$ cat src/rtl/n101_subsys_amo_initr_pkg.sv
// Shared definitions for the AMO initiator: op encodings, FSM states and ICB size code.
package n101_subsys_amo_initr_pkg;

  typedef enum logic [2:0] {
    AMO_SWAP = 3'd0,
    AMO_ADD  = 3'd1,
    AMO_AND  = 3'd2,
    AMO_OR   = 3'd3,
    AMO_XOR  = 3'd4,
    AMO_MAX  = 3'd5,
    AMO_MIN  = 3'd6,
    AMO_MAXU = 3'd7
  } amo_op_e;

  typedef enum logic [2:0] {
    ST_IDLE   = 3'd0,
    ST_LR_CMD = 3'd1,
    ST_LR_RSP = 3'd2,
    ST_SC_CMD = 3'd3,
    ST_SC_RSP = 3'd4,
    ST_DONE   = 3'd5
  } amo_state_e;

  localparam logic [1:0] SIZE_WORD = 2'b10;

endpackage

$ cat src/rtl/n101_subsys_amo_initr_alu.sv
// Combinational AMO operation: new value from op, old memory value and operand.
module n101_amo_alu
  import n101_subsys_amo_initr_pkg::*;
#(
  parameter int XLEN = 32
) (
  input  logic [2:0]      op_i,
  input  logic [XLEN-1:0] old_i,
  input  logic [XLEN-1:0] operand_i,
  output logic [XLEN-1:0] new_o
);

  always_comb begin
    new_o = operand_i;
    case (amo_op_e'(op_i))
      AMO_SWAP: new_o = operand_i;
      AMO_ADD:  new_o = old_i + operand_i;
      AMO_AND:  new_o = old_i & operand_i;
      AMO_OR:   new_o = old_i | operand_i;
      AMO_XOR:  new_o = old_i ^ operand_i;
      AMO_MAX:  new_o = ($signed(old_i) > $signed(operand_i)) ? old_i : operand_i;
      AMO_MIN:  new_o = ($signed(old_i) < $signed(operand_i)) ? old_i : operand_i;
      AMO_MAXU: new_o = (old_i > operand_i) ? old_i : operand_i;
    endcase
  end

endmodule

$ cat src/rtl/n101_subsys_amo_initr.sv
// Atomic memory operation initiator: performs an LR/SC loop on the ICB bus with bounded retries.
// state     | meaning
// IDLE      | waiting for a request, req_ready high
// LR_CMD    | exclusive read command presented
// LR_RSP    | waiting for the read response (old value)
// SC_CMD    | exclusive write of the new value presented
// SC_RSP    | waiting for the write response; retry on excl failure
// DONE      | completion presented on rsp_*
module n101_subsys_amo_initr
  import n101_subsys_amo_initr_pkg::*;
#(
  parameter int ADDR_SIZE = 32,
  parameter int XLEN      = 32,
  parameter int MAX_RETRY = 15
) (
  input  logic                 clk,
  input  logic                 rst,
  input  logic                 req_valid,
  output logic                 req_ready,
  input  logic [ADDR_SIZE-1:0] req_addr,
  input  logic [2:0]           req_op,
  input  logic [XLEN-1:0]      req_wdata,
  output logic                 rsp_valid,
  input  logic                 rsp_ready,
  output logic [XLEN-1:0]      rsp_rdata,
  output logic                 rsp_err,
  output logic                 o_icb_cmd_valid,
  input  logic                 o_icb_cmd_ready,
  output logic [ADDR_SIZE-1:0] o_icb_cmd_addr,
  output logic                 o_icb_cmd_read,
  output logic [XLEN-1:0]      o_icb_cmd_wdata,
  output logic [XLEN/8-1:0]    o_icb_cmd_wmask,
  output logic                 o_icb_cmd_lock,
  output logic                 o_icb_cmd_excl,
  output logic [1:0]           o_icb_cmd_size,
  input  logic                 o_icb_rsp_valid,
  output logic                 o_icb_rsp_ready,
  input  logic                 o_icb_rsp_err,
  input  logic                 o_icb_rsp_excl_ok,
  input  logic [XLEN-1:0]      o_icb_rsp_rdata
);

  localparam logic [7:0] MaxRetry = 8'(MAX_RETRY);

  amo_state_e           state_q;
  logic [7:0]           retry_q, retry_d;
  logic [ADDR_SIZE-1:0] addr_q;
  logic [2:0]           op_q;
  logic [XLEN-1:0]      wdata_q, old_q, new_q, new_d;
  logic                 req_ready_q, rsp_valid_q, rsp_err_q;
  logic [XLEN-1:0]      rsp_rdata_q;
  logic                 cmd_valid_q, cmd_read_q, excl_q, lock_q, icb_rsp_ready_q;

  n101_amo_alu #(.XLEN(XLEN)) u_alu (
    .op_i      (op_q),
    .old_i     (o_icb_rsp_rdata),
    .operand_i (wdata_q),
    .new_o     (new_d)
  );

  // Saturation is implied: the counter only increments while below MAX_RETRY (<= 255).
  assign retry_d = retry_q + 8'd1;

  always_ff @(posedge clk) begin
    if (rst) begin
      state_q         <= ST_IDLE;
      retry_q         <= '0;
      addr_q          <= '0;
      op_q            <= '0;
      wdata_q         <= '0;
      old_q           <= '0;
      new_q           <= '0;
      req_ready_q     <= 1'b1;
      rsp_valid_q     <= 1'b0;
      rsp_err_q       <= 1'b0;
      rsp_rdata_q     <= '0;
      cmd_valid_q     <= 1'b0;
      cmd_read_q      <= 1'b0;
      excl_q          <= 1'b0;
      lock_q          <= 1'b0;
      icb_rsp_ready_q <= 1'b0;
    end else begin
      case (state_q)
        ST_IDLE: if (req_valid) begin
          addr_q      <= req_addr;
          op_q        <= req_op;
          wdata_q     <= req_wdata;
          retry_q     <= '0;
          req_ready_q <= 1'b0;
          if (req_addr[1:0] != 2'b00) begin
            state_q     <= ST_DONE;
            rsp_valid_q <= 1'b1;
            rsp_err_q   <= 1'b1;
            rsp_rdata_q <= '0;
          end else begin
            state_q     <= ST_LR_CMD;
            cmd_valid_q <= 1'b1;
            cmd_read_q  <= 1'b1;
            excl_q      <= 1'b1;
            lock_q      <= 1'b1;
          end
        end
        ST_LR_CMD: if (o_icb_cmd_ready) begin
          state_q         <= ST_LR_RSP;
          cmd_valid_q     <= 1'b0;
          icb_rsp_ready_q <= 1'b1;
        end
        ST_LR_RSP: if (o_icb_rsp_valid) begin
          icb_rsp_ready_q <= 1'b0;
          old_q           <= o_icb_rsp_rdata;
          if (o_icb_rsp_err) begin
            state_q     <= ST_DONE;
            rsp_valid_q <= 1'b1;
            rsp_err_q   <= 1'b1;
            rsp_rdata_q <= o_icb_rsp_rdata;
            lock_q      <= 1'b0;
            excl_q      <= 1'b0;
          end else begin
            state_q     <= ST_SC_CMD;
            new_q       <= new_d;
            cmd_valid_q <= 1'b1;
            cmd_read_q  <= 1'b0;
          end
        end
        ST_SC_CMD: if (o_icb_cmd_ready) begin
          state_q         <= ST_SC_RSP;
          cmd_valid_q     <= 1'b0;
          icb_rsp_ready_q <= 1'b1;
        end
        ST_SC_RSP: if (o_icb_rsp_valid) begin
          icb_rsp_ready_q <= 1'b0;
          if (!o_icb_rsp_err && !o_icb_rsp_excl_ok && (retry_q < MaxRetry)) begin
            state_q     <= ST_LR_CMD;
            retry_q     <= retry_d;
            cmd_valid_q <= 1'b1;
            cmd_read_q  <= 1'b1;
          end else begin
            state_q     <= ST_DONE;
            rsp_valid_q <= 1'b1;
            rsp_err_q   <= o_icb_rsp_err | ~o_icb_rsp_excl_ok;
            rsp_rdata_q <= old_q;
            lock_q      <= 1'b0;
            excl_q      <= 1'b0;
          end
        end
        ST_DONE: if (rsp_ready) begin
          state_q     <= ST_IDLE;
          rsp_valid_q <= 1'b0;
          rsp_err_q   <= 1'b0;
          req_ready_q <= 1'b1;
        end
        default: state_q <= ST_IDLE;
      endcase
    end
  end

  assign req_ready       = req_ready_q;
  assign rsp_valid       = rsp_valid_q;
  assign rsp_err         = rsp_err_q;
  assign rsp_rdata       = rsp_rdata_q;
  assign o_icb_cmd_valid = cmd_valid_q;
  assign o_icb_cmd_addr  = addr_q;
  assign o_icb_cmd_read  = cmd_read_q;
  assign o_icb_cmd_wdata = cmd_read_q ? '0 : new_q;
  assign o_icb_cmd_wmask = cmd_read_q ? '0 : {(XLEN/8){1'b1}};
  assign o_icb_cmd_lock  = lock_q;
  assign o_icb_cmd_excl  = excl_q;
  assign o_icb_cmd_size  = SIZE_WORD;
  assign o_icb_rsp_ready = icb_rsp_ready_q;

endmodule

$ cat config.mk
export PLATFORM = sky130hd
export DESIGN_NAME = n101_subsys_amo_initr
export DESIGN_NICKNAME = d
export VERILOG_FILES = /design/src/rtl/n101_subsys_amo_initr_pkg.sv /design/src/rtl/n101_subsys_amo_initr_alu.sv /design/src/rtl/n101_subsys_amo_initr.sv
export SDC_FILE = /design/constraint.sdc
export NUM_CORES = 1
export LEC_CHECK = 0
export ABC_AREA = 1
export CAP_MARGIN = 20
export CORE_MARGIN = 1.5
export CORE_UTILIZATION = 55
export CTS_CLUSTER_DIAMETER = 150
export CTS_CLUSTER_SIZE = 10
export DETAILED_ROUTE_END_ITERATION = 12
export DONT_BUFFER_PORTS = 1
export PLACE_DENSITY = 0.72
export REMOVE_ABC_BUFFERS = 1
export SYNTH_ARGS = -nofsm -noshare
export SYNTH_HDL_FRONTEND = slang
export SYNTH_SLANG_ARGS = --single-unit
$ cat constraint.sdc
create_clock -name clk -period 2.8 [get_ports clk]
set_input_delay 0.28 -clock clk [delete_from_list [all_inputs] [get_ports clk]]
set_output_delay 0.28 -clock clk [all_outputs]
set_load 0.05 [all_outputs]
==> reports/results.tsv <==
metric	value	unit
status	finished with violations	
violations	hold timing	
period_share	0.956	
p_comb_frac	0.525	
synth_seq_area_share	0.287	
seq_area	3630	µm²
cts_buffer_depth	2	
holdWs	-0.0887	ns
gp_congestion	1.02	
cp.arrival	3.05	ns
tns	0	ns
cts_buffers	17	
yosys.area.top_type	dfxtp_1	
rows	55	
switching_power	0.00756	W
die_area	23900	µm²
dieWidth	154	µm
final_common_cell	nand2_1	
max_freq	0.373	GHz
path_max_fanout	8	
clkTransAtPathRegs	0.08	ns
synthFlopType	dfxtp_1	
critPathCaptureType	flop	
grt_pass1_wl	68300	µm
seqPwrFrac	0.301	
p_int	0.00700	W
start_kind	flop	
finalMaxSlewViolations	0	
n_antenna_cell	0	
min_period	2.68	ns
synthesis.area	12600	µm²
syn_area_per_cell	6.56	µm²
hold_viol	32	
leakage	6.32	nW
rsz0062_at_grt	yes	
mostFrequentLayoutCells	nand2_1 (400), a21oi_1 (220), dfxtp_1 (175), inv_1 (174), nand3_1 (168)	
yosys.area.top_type_share	0.287	
power.density_cell_area	967	nW/µm²
synthCells	1924	
dp_hpwl	28600	µm
grt_max_degree	110	
drive_above_1_share	0.115	
cts_max_level	4	
vdd_drop_max	0.000771	V
yosysWarnings	0	
root_buffer	clkbuf_16	
grt-ovfl-total	0	
setup_viol	0	
max_cap_violations	0	
grt_pass1_vias	13100	
nets	2215	
grt_use_total	0.354	
fin_skew	0.0210	ns
drt_iter0_drc	1060	
synth_edf_count	0	
antenna_found_initial	0	
wirelength	43500	µm
utilization	0.667	
netlist_top_cells_area	dfxtp_1 (29%), nand2_1 (12%), ha_1 (9.6%)	
async_flop_share	0	
hp-class	input port to flop	
first_pass_iters	6	
io_pins	217	
synth.ff_latch_count	181	
synthDistinctLibCells	43	
tightest_slew	0.981	ns
nFillCells	2009	
cts.sinks	181	
slew_headroom	0.345	
cts_tree	built	
drc_errors	0	
start_util	0.559	
crit_type	flop to flop	
crit_required	3.17	ns
ant_nets	0	
via_per_inst	6.01	
fp.dieH	154	µm
routedWlPerCell	18.8	µm
sw_frac_of_total	0.519	
core_area	22600	µm²
multi_input_area	8010	µm²
p_clk_frac	0.174	
area_delta_synth_final	19.3	%
dr_total_vias	13900	
port_buffers	0	
clk_latency	0.45	ns
[Yosys cell counts, types with 2 or more instances]
master,count
a211oi_1,15
a21boi_0,4
a21oi_1,226
a21oi_2,21
a221oi_1,44
a31oi_1,3
buf_1,6
buf_2,8
buf_4,7
buf_6,8
clkbuf_1,95
conb_1,2
dfxtp_1,181
ha_1,97
inv_1,183
inv_2,3
nand2_1,406
nand2_4,4
nand3_1,169
nand3_4,4
nand4_1,62
nor2_1,173
nor2_2,4
nor3_1,17
nor4_1,3
o2111ai_1,4
o211ai_1,3
o21a_1,2
o21ai_0,141
o21bai_1,2
o22ai_1,12
or2_2,3
xor2_1,2
[repair_timing]
action,4_1_cts,5_1_grt
setup buffers,1,6
endpoints found under the hold margin,126,33
hold buffers,94,1
pin swaps,0,4
setup endpoints to repair,31,69
resized for setup,5,64
gates cloned,1,0
[cells by family after synthesis]
family | synth area share
AOI/OAI and AO/OA | 0.220
xor gates and xnor gates | 0.00139
adders and majority gates | 0.0977
buffers and inverters | 0.0998
DFF | 0.287
other | 0.000595
and+or+nand+nor | 0.294
[metrics by stage]
| step | total power (W) | setup WS (ns) | std cells | cell area [µm²] |
|---|---|---|---|---|
| 4_1_cts | 0.0141 | 0.000937 | 2301 | 14800 |
| 5_1_grt | 0.0155 | -0.0475 | 2308 | 15100 |
| 6_report | 0.0146 | 0.122 | 2308 | 15100 |
| 3_3_place_gp | 0.0112 | -0.00464 | 2173 | 13200 |
| 3_5_place_dp | 0.0113 | -0.0688 | 2173 | 13200 |
| 2_1_floorplan | 0.00899 | -0.718 | 1800 | 12100 |
[routing by layer]
layer | routed length (µm) | vias up | track usage | part of all wire
met4 | 774 | 0 | 0.0948 | 0.018
met5 | 0 | - | 0 | 0
li1 | - | 6661 | - | -
met2 | 19700 | 690 | 0.573 | 0.45
met1 | 19300 | 6451 | 0.489 | 0.44
met3 | 3730 | 66 | 0.0594 | 0.086
[power by group through the flow]
stage          combinational (W)  sequential [W]  clock (W)
3_5_place_dp             0.00687         0.00441          0
3_3_place_gp             0.00675         0.00440          0
6_report                 0.00765         0.00438    0.00253
5_1_grt                  0.00842         0.00444    0.00265
4_1_cts                  0.00721         0.00436    0.00255
2_1_floorplan            0.00465         0.00434          0
[final timing paths]
check                   start   endpoint  slack [ns]  cells past startpoint
hold / removal            rst  new_q[12]       -0.09                      1
setup reg to reg  wdata_q[19]  new_q[27]        0.12                     15
hold reg to reg     new_q[28]  new_q[28]        0.47                      2
setup / recovery  wdata_q[19]  new_q[27]        0.12                     15
[worst max-delay path, stage by stage (launching register included)]
cell     delay (ns)
dfxtp_1        0.36
inv_1          0.06
ha_1           0.36
nor4_2         0.35
buf_4          0.17
and3_4         0.21
nand2_4        0.09
nand2_4        0.11
nand2_4        0.11
nand2_2        0.25
nand3_1        0.14
nand2_1        0.11
nor2_1         0.04
nand3_1        0.07
nand2_1        0.06
a21oi_1        0.12
[final cells by class]
cell class | count | share of cell area
well taps | 285 | 0.0237
inverters | 186 | 0.0464
flip-flops and latches | 181 | 0.241
clock buffers | 18 | 0.0285
multi-input cells | 1434 | 0.531
repair buffers | 190 | 0.117
clock inverters | 14 | 0.0116
[flip-flops by register name, summed over array words and instances, names as in the netlist]
name,cells
new_q,32
o_icb_cmd_addr,32
o_icb_cmd_lock,1
o_icb_cmd_read,1
o_icb_cmd_valid,1
o_icb_rsp_ready,1
old_q,32
op_q,3
req_ready,1
retry_q,8
rsp_err,1
rsp_rdata,32
rsp_valid,1
state_q,3
wdata_q,32
(Power assumes the default switching activity.)
